===== src/rtl/mem_arbiter_if.sv =====
// Bus bundle between two requesting masters, the arbiter and one shared slave.
// Latency: none (wires only).
// Backpressure: none; masters hold a request until their own res_valid pulse.
// Modport slave is the arbiter side; modport master is the environment side
// (both masters plus the shared slave's registered response).

`ifndef ADDR_W
`define ADDR_W 32
`endif
`ifndef WORD_W
`define WORD_W 32
`endif
`ifndef MEM_COUNT_W
`define MEM_COUNT_W 2
`define MEM_COUNT_NONE 2'd0
`define MEM_COUNT_BYTE 2'd1
`define MEM_COUNT_HALF 2'd2
`define MEM_COUNT_WORD 2'd3
`endif
`ifndef MEM_CODE_W
`define MEM_CODE_W 2
`define MEM_CODE_INVALID 2'd0
`define MEM_CODE_READ 2'd1
`define MEM_CODE_WRITE 2'd2
`define MEM_CODE_MISALIGNED 2'd3
`endif

interface mem_arbiter_if;
  logic [`ADDR_W-1:0]      i_m0_req_addr;
  logic [`MEM_COUNT_W-1:0] i_m0_req_count;
  logic                    o_m0_res_valid;
  logic [`WORD_W-1:0]      o_m0_res_rd_data;
  logic [`MEM_CODE_W-1:0]  o_m0_res_code;

  logic [`ADDR_W-1:0]      i_m1_req_addr;
  logic [`MEM_COUNT_W-1:0] i_m1_req_count;
  logic                    o_m1_res_valid;
  logic [`WORD_W-1:0]      o_m1_res_rd_data;
  logic [`MEM_CODE_W-1:0]  o_m1_res_code;

  logic [`ADDR_W-1:0]      o_s_req_addr;
  logic [`MEM_COUNT_W-1:0] o_s_req_count;
  logic [`WORD_W-1:0]      i_s_res_rd_data;
  logic [`MEM_CODE_W-1:0]  i_s_res_code;

  logic                    o_busy;

  modport slave (
    input  i_m0_req_addr, i_m0_req_count, i_m1_req_addr, i_m1_req_count,
           i_s_res_rd_data, i_s_res_code,
    output o_m0_res_valid, o_m0_res_rd_data, o_m0_res_code,
           o_m1_res_valid, o_m1_res_rd_data, o_m1_res_code,
           o_s_req_addr, o_s_req_count, o_busy
  );

  modport master (
    output i_m0_req_addr, i_m0_req_count, i_m1_req_addr, i_m1_req_count,
           i_s_res_rd_data, i_s_res_code,
    input  o_m0_res_valid, o_m0_res_rd_data, o_m0_res_code,
           o_m1_res_valid, o_m1_res_rd_data, o_m1_res_code,
           o_s_req_addr, o_s_req_count, o_busy
  );
endinterface


===== src/rtl/mem_arbiter.sv =====
// Two-master to one-slave memory arbiter, one transaction in flight at a time.
// Latency: response pulse SLAVE_LATENCY+1 cycles after the IDLE grant cycle.
// Backpressure: none; a master holds its request until its res_valid pulse.
// Ports: clk, aresetn (async active-low), bus (mem_arbiter_if.slave).
// Optional macro MEM_ARB_ROUND_ROBIN_EN: on a tie, grant the master not served
// last; without it master 1 (data) always wins a tie.

`ifndef ADDR_W
`define ADDR_W 32
`endif
`ifndef WORD_W
`define WORD_W 32
`endif
`ifndef MEM_COUNT_W
`define MEM_COUNT_W 2
`define MEM_COUNT_NONE 2'd0
`define MEM_COUNT_BYTE 2'd1
`define MEM_COUNT_HALF 2'd2
`define MEM_COUNT_WORD 2'd3
`endif
`ifndef MEM_CODE_W
`define MEM_CODE_W 2
`define MEM_CODE_INVALID 2'd0
`define MEM_CODE_READ 2'd1
`define MEM_CODE_WRITE 2'd2
`define MEM_CODE_MISALIGNED 2'd3
`endif

module mem_arbiter #(
  parameter int SLAVE_LATENCY = 1
) (
  input logic           clk,
  input logic           aresetn,
  mem_arbiter_if.slave  bus
);

  typedef enum logic [1:0] {IDLE, ISSUE, WAIT, RESP} state_t;

  localparam logic [1:0] LAT_LOAD = 2'(SLAVE_LATENCY - 1);

  state_t                  state, state_nxt;
  logic [1:0]              cnt, cnt_nxt;
  logic                    owner, owner_nxt;
  logic                    r_last, r_last_nxt;
  logic [`ADDR_W-1:0]      addr_q, addr_nxt;
  logic [`MEM_COUNT_W-1:0] count_q, count_nxt;

  logic req0, req1, win;

  assign req0 = (bus.i_m0_req_count != `MEM_COUNT_NONE);
  assign req1 = (bus.i_m1_req_count != `MEM_COUNT_NONE);

  // A lone requester always wins; only a tie depends on the policy.
`ifdef MEM_ARB_ROUND_ROBIN_EN
  assign win = (req0 && req1) ? ~r_last : req1;
`else
  assign win = req1;
`endif

  always_ff @(posedge clk or negedge aresetn) begin
    if (!aresetn) begin
      state   <= IDLE;
      cnt     <= 2'd0;
      owner   <= 1'b0;
      r_last  <= 1'b1;
      addr_q  <= '0;
      count_q <= `MEM_COUNT_NONE;
    end else begin
      state   <= state_nxt;
      cnt     <= cnt_nxt;
      owner   <= owner_nxt;
      r_last  <= r_last_nxt;
      addr_q  <= addr_nxt;
      count_q <= count_nxt;
    end
  end

  always_comb begin
    state_nxt  = state;
    cnt_nxt    = cnt;
    owner_nxt  = owner;
    r_last_nxt = r_last;
    addr_nxt   = addr_q;
    count_nxt  = count_q;
    case (state)
      IDLE: begin
        if (req0 || req1) begin
          owner_nxt  = win;
          r_last_nxt = win;
          addr_nxt   = win ? bus.i_m1_req_addr  : bus.i_m0_req_addr;
          count_nxt  = win ? bus.i_m1_req_count : bus.i_m0_req_count;
          state_nxt  = ISSUE;
        end
      end
      ISSUE: begin
        cnt_nxt   = LAT_LOAD;
        state_nxt = (SLAVE_LATENCY == 1) ? RESP : WAIT;
      end
      WAIT: begin
        // Counter hits zero on the same edge that enters RESP.
        cnt_nxt = cnt - 2'd1;
        if (cnt == 2'd1) state_nxt = RESP;
      end
      RESP:    state_nxt = IDLE;
      default: state_nxt = IDLE;
    endcase
  end

  // The latched address doubles as the slave address so it holds after ISSUE.
  assign bus.o_s_req_addr  = addr_q;
  assign bus.o_s_req_count = (state == ISSUE) ? count_q : `MEM_COUNT_NONE;
  assign bus.o_busy        = (state != IDLE);

  always_comb begin
    bus.o_m0_res_valid   = 1'b0;
    bus.o_m0_res_rd_data = '0;
    bus.o_m0_res_code    = `MEM_CODE_INVALID;
    bus.o_m1_res_valid   = 1'b0;
    bus.o_m1_res_rd_data = '0;
    bus.o_m1_res_code    = `MEM_CODE_INVALID;
    if (state == RESP) begin
      if (owner) begin
        bus.o_m1_res_valid   = 1'b1;
        bus.o_m1_res_rd_data = bus.i_s_res_rd_data;
        bus.o_m1_res_code    = bus.i_s_res_code;
      end else begin
        bus.o_m0_res_valid   = 1'b1;
        bus.o_m0_res_rd_data = bus.i_s_res_rd_data;
        bus.o_m0_res_code    = bus.i_s_res_code;
      end
    end
  end

endmodule

===== src/flat_wrapper.sv =====
// flat-port wrapper written by rule: the top's interface ports become plain ports
module mem_arbiter_flat 
#(
  parameter int SLAVE_LATENCY = 1
)
  (clk, aresetn, bus_i_m0_req_addr, bus_i_m0_req_count, bus_i_m1_req_addr, bus_i_m1_req_count, bus_i_s_res_rd_data, bus_i_s_res_code, bus_o_m0_res_valid, bus_o_m0_res_rd_data, bus_o_m0_res_code, bus_o_m1_res_valid, bus_o_m1_res_rd_data, bus_o_m1_res_code, bus_o_s_req_addr, bus_o_s_req_count, bus_o_busy);
  mem_arbiter_if bus_i ();
  input logic clk;
  input logic aresetn;
  input wire logic [$bits(bus_i.i_m0_req_addr)-1:0] bus_i_m0_req_addr;
  input wire logic [$bits(bus_i.i_m0_req_count)-1:0] bus_i_m0_req_count;
  input wire logic [$bits(bus_i.i_m1_req_addr)-1:0] bus_i_m1_req_addr;
  input wire logic [$bits(bus_i.i_m1_req_count)-1:0] bus_i_m1_req_count;
  input wire logic [$bits(bus_i.i_s_res_rd_data)-1:0] bus_i_s_res_rd_data;
  input wire logic [$bits(bus_i.i_s_res_code)-1:0] bus_i_s_res_code;
  output wire logic [$bits(bus_i.o_m0_res_valid)-1:0] bus_o_m0_res_valid;
  output wire logic [$bits(bus_i.o_m0_res_rd_data)-1:0] bus_o_m0_res_rd_data;
  output wire logic [$bits(bus_i.o_m0_res_code)-1:0] bus_o_m0_res_code;
  output wire logic [$bits(bus_i.o_m1_res_valid)-1:0] bus_o_m1_res_valid;
  output wire logic [$bits(bus_i.o_m1_res_rd_data)-1:0] bus_o_m1_res_rd_data;
  output wire logic [$bits(bus_i.o_m1_res_code)-1:0] bus_o_m1_res_code;
  output wire logic [$bits(bus_i.o_s_req_addr)-1:0] bus_o_s_req_addr;
  output wire logic [$bits(bus_i.o_s_req_count)-1:0] bus_o_s_req_count;
  output wire logic [$bits(bus_i.o_busy)-1:0] bus_o_busy;
  assign bus_i.i_m0_req_addr = bus_i_m0_req_addr;
  assign bus_i.i_m0_req_count = bus_i_m0_req_count;
  assign bus_i.i_m1_req_addr = bus_i_m1_req_addr;
  assign bus_i.i_m1_req_count = bus_i_m1_req_count;
  assign bus_i.i_s_res_rd_data = bus_i_s_res_rd_data;
  assign bus_i.i_s_res_code = bus_i_s_res_code;
  assign bus_o_m0_res_valid = bus_i.o_m0_res_valid;
  assign bus_o_m0_res_rd_data = bus_i.o_m0_res_rd_data;
  assign bus_o_m0_res_code = bus_i.o_m0_res_code;
  assign bus_o_m1_res_valid = bus_i.o_m1_res_valid;
  assign bus_o_m1_res_rd_data = bus_i.o_m1_res_rd_data;
  assign bus_o_m1_res_code = bus_i.o_m1_res_code;
  assign bus_o_s_req_addr = bus_i.o_s_req_addr;
  assign bus_o_s_req_count = bus_i.o_s_req_count;
  assign bus_o_busy = bus_i.o_busy;
  mem_arbiter #(.SLAVE_LATENCY(SLAVE_LATENCY)) u_core (.clk(clk), .aresetn(aresetn), .bus(bus_i));
endmodule

===== config.mk =====
export PLATFORM = sky130hd
export DESIGN_NAME = mem_arbiter_flat
export DESIGN_NICKNAME = d
export VERILOG_FILES = /design/src/rtl/mem_arbiter_if.sv /design/src/rtl/mem_arbiter.sv /design/src/flat_wrapper.sv
export SDC_FILE = /design/constraint.sdc
export NUM_CORES = 1
export LEC_CHECK = 0
export BUFFER_PORTS_ARGS = -buffer_cell sky130_fd_sc_hd__buf_4
export CAP_MARGIN = 20
export CORE_MARGIN = 3
export CORE_UTILIZATION = 41
export DETAILED_ROUTE_END_ITERATION = 6
export GPL_ROUTABILITY_DRIVEN = 0
export PLACE_DENSITY = 0.87
export REMOVE_ABC_BUFFERS = 1
export SKIP_CTS_REPAIR_TIMING = 1
export SLEW_MARGIN = 20
export SYNTH_ARGS = -nofsm -noshare
export SYNTH_HDL_FRONTEND = slang
export SYNTH_SLANG_ARGS = --single-unit

===== constraint.sdc =====
create_clock -name clk -period 2.3 [get_ports clk]
set_input_delay 0.345 -clock clk [delete_from_list [all_inputs] [get_ports clk]]
set_output_delay 0.345 -clock clk [all_outputs]
set_load 0.02 [all_outputs]

# After elaboration in Yosys (flattened, before gate mapping)

Index checks and enable logic that the tools add are counted.

Equality and inequality tests: 6
Multiplexer cells: 19
Reductions and logical operators: 8
$add $sub $neg: 1

Operators by type and width:

| kind                | number |
|---|---|
| $mux 32             | 5 |
| $mux 2              | 8 |
| $pmux 2 s4          | 1 |
| $reduce_bool 2->1   | 4 |
| $eq 2x1->1 const B  | 2 |
| $eq 2x2->1 const B  | 2 |
| $mux 1              | 4 |
| $ne 2x1->1 const B  | 2 |
| $pmux 2 s2          | 1 |
| $reduce_and 2->1    | 2 |
| $logic_not 2->1     | 1 |
| $sub 2x1->2 const B | 1 |
| $logic_or 1x1->1    | 1 |

Input port bits: 104
Logic and storage cells: 39
Flip-flop bits (word level): 39

# Logic depth before layout (Yosys ltp)

Word-level depth: 4
Depth in mapped cells: 7
Mapped depth without buffers: 5

# Worst setup path before layout

OpenSTA, ideal clock, no wires.

Path kind: register to output
Start point: reg u_core.state[1]
End point: out bus_o_m0_res_rd_data[10]
Setup slack: 0.369 ns
Arrival: 1.586 ns
Stages on the path, launching flop included: 5
Path buffers: 1
Cells stage by stage: dfrtp_1 ha_1 nor2b_1 clkbuf_1 and2_1

Word-level cells in the longest chain between the ends: 2

Ends and longest elaborated chain:

| item                   | line               | RTL |
|---|---|---|
| start, declared        | mem_arbiter.sv:41  | `state_t state, state_nxt;` |
| start signal, assigned | mem_arbiter.sv:69  | `state <= state_nxt;` |
| $eq 2x2->1             | mem_arbiter.sv:121 | `if (state == RESP) begin` |
| $mux 32                | mem_arbiter.sv:121 |  |
| end, declared          | flat_wrapper.sv:17 | `output wire logic [$bits(bus_i.o_m0_res_rd_data)-1:0] bus_o_m0_res_rd_data;` |

Every way passes these cells.

# Worst setup path after layout

Ends and elaborated chain as after synthesis.

==> results.toml <==
[synth]
synth_seq_cells = 39
ys_seq_area_share_pct = 41.4
synth_top_area_cell = "dfrtp_1"
syn_avg_cell_area_um2 = 9.10
synthCells = 259
synth_top_area_share_pct = 41.4
yosys-top-cells-area = "dfrtp_1 41%, mux2i_1 14%, and2_1 9.8%"
syn_area_um2 = 2360
yosysWarnings = 0
yosysUniqueCellTypes = 21

[die]
die-area_um2 = 6700
die_x_um = 81.8
fp-row-count = 26
ios = 209
initial_core_util_pct = 44.2
die_h_um = 81.8
core_um2 = 5340

[setup_path]
startpoint = "u_core.state[1]$_DFFE_PN0P_"
crit_path_start_kind = "flop"
r2r-start = "u_core.state[0]$_DFFE_PN0P_"
arrival_ns = 1.61
critPathMaxFanout = 35
critPathRequiredTime_ns = 1.96
crit_type = "flop to primary output"
ff2ff_path_depth = 4
cp-end-kind = "primary output"
reg2reg_slack_ns = 0.77
worstReg2RegEnd = "u_core.state[1]$_DFFE_PN0P_"

[placement]
port_buffers = 208
place_area_um2 = 3970
place_hpwl_um = 6760

[drt]
wire_per_inst_um = 15.5
num_vias = 2572
wl_um = 8230
ant_nets = 0
first_pass_iters = 5
viasPerCell = 4.85
drt_iter0_markers = 64
drcViolationCount = 0

[global_routing]
grt_overflow = 0
grt_pass1_wl_um = 11900
grt_max_degree = 65
antenna_found_initial = 0
grtUsageTotal_pct = 23.1
grt_pass1_vias = 2425

[sta]
skew_ns = 0.00964
post-route-period-util_pct = 85.2
min_period_ns = 1.96
fin_setup_tns_ns = 0
drv_slew = 0
worst_slew_pin_slew_ns = 0.492
setup_viol = 0
rsz0062_at_grt = "no"
slew_headroom_pct = 67.2
whs_ns = 0.0221
fmax_ghz = 0.511
final_hold_viol_count = 0

[finish]
fin_util_pct = 76.1
syn_to_final_growth_pct = 72.1
final_cell_mix = "211 x buf_4, 39 x dfrtp_1, 37 x and2_1"
final_common_cell = "buf_4"
nNetsFinal = 569
layout-drive-gt1-share_pct = 48.3
n_antenna_cell = 0
final_area_um2 = 4060

[clock_network]
cts_inserted_buffers = 5
cts.sinks = 39
clock_path_buffers = 2
insertion_delay_ns = 0.29
clk_pin_slew_ns = 0.07
clockRootBuffer = "clkbuf_8"
cts.htree.levels = 2
cts_tree = "built"

[power_and_ir_drop]
power_leakage_nw = 2.27
irDropWorstVdd_mv = 0.623
power.density_nw_per_um2 = 1160

[hold_path]
worst_hold_path_type = "primary input to asynchronous set/reset pin"

[outcome]
status = "finished, final reports clean"

[job]
maxCapViolCount = 0
power breakdown:
| part | switching (W) | total [W] | internal, W | leakage [nW] |
|---|---|---|---|---|
| registers | 0.000190 | 0.00121 | 0.00102 | 0.479 |
| clock network | 0.000242 | 0.000455 | 0.000212 | 0.0412 |
| logic | 0.00175 | 0.00304 | 0.00129 | 1.75 |
| total | 0.00218 | 0.00471 | 0.00253 | 2.27 |
layout make-up:
| class | count | area (µm²) |
|---|---|---|
| Fill cell | 407 | 1280 |
| Tap cell | 70 | 87.6 |
| Clock inverter | 2 | 12.5 |
| Multi-Input combinational cell | 192 | 1250 |
| Inverter | 8 | 30.0 |
| Sequential cell | 39 | 976 |
| Clock buffer | 6 | 72.6 |
| Timing Repair Buffer | 213 | 1620 |
synthesized netlist by cell type:
cell type,count
a21oi_1,2
a32oi_1,1
inv_1,8
ha_1,6
mux2i_1,33
o21ai_1,7
and2_1,37
nor2b_1,1
nand3_1,2
buf_6,1
clkbuf_1,12
buf_2,3
nor2_1,1
and3_1,34
dfrtp_1,39
o41ai_4,1
nor2_2,1
nand2_1,35
buf_4,4
mux2_1,1
o21ai_0,30
stage by stage:
step	worst slack, ns	power [W]	cells
floorplan	-0.370	0.00282	239
global placement	0.688	0.00421	522
detailed placement	0.636	0.00429	522
CTS	0.319	0.00474	530
global route	0.211	0.00503	530
finish	0.341	0.00471	530
worst max-delay path, cell delays in order (launching register included):
cell	delay [ns]
dfrtp_1	0.42
ha_1	0.18
nor2b_1	0.13
buf_4	0.27
and2_1	0.18
buf_4	0.14
routing by layer:
| layer | up-vias | global-route usage (%) | part of all wire, % | routed length, µm |
|---|---|---|---|---|
| li1 | 1269 | - | - | - |
| met1 | 1157 | 23.6 | 34 | 2770 |
| met2 | 136 | 45.3 | 54 | 4450 |
| met3 | 10 | 7.46 | 11 | 926 |
| met4 | 0 | 4.49 | 0.98 | 81 |
| met5 | - | 0 | 0 | 0 |
logic make-up after synthesis:
logic type	after synthesis	synth area share, %
compound gates	41	9.82
flops	39	41.4
mux	34	14.5
fa+ha+maj	6	3.18
simple gates	111	25.5
buf+inv	28	5.57
state kept, by name (all words and copies together), names as in the netlist:
signal	count
u_core.count_q	2
u_core.bus.o_s_req_addr	32
u_core.owner	1
u_core.state	2
u_core.cnt	2
how the worst max path moves through the flow:
stage	to
2_1_floorplan	bus_o_m0_res_code[0]
3_3_place_gp	bus_o_m0_res_rd_data[2]
3_5_place_dp	bus_o_m0_res_rd_data[10]
4_1_cts	bus_o_m0_res_rd_data[10]
5_1_grt	bus_o_m0_res_rd_data[10]
6_report	bus_o_m0_res_rd_data[10]
No activity file was read; power rests on OpenSTA's default activity.
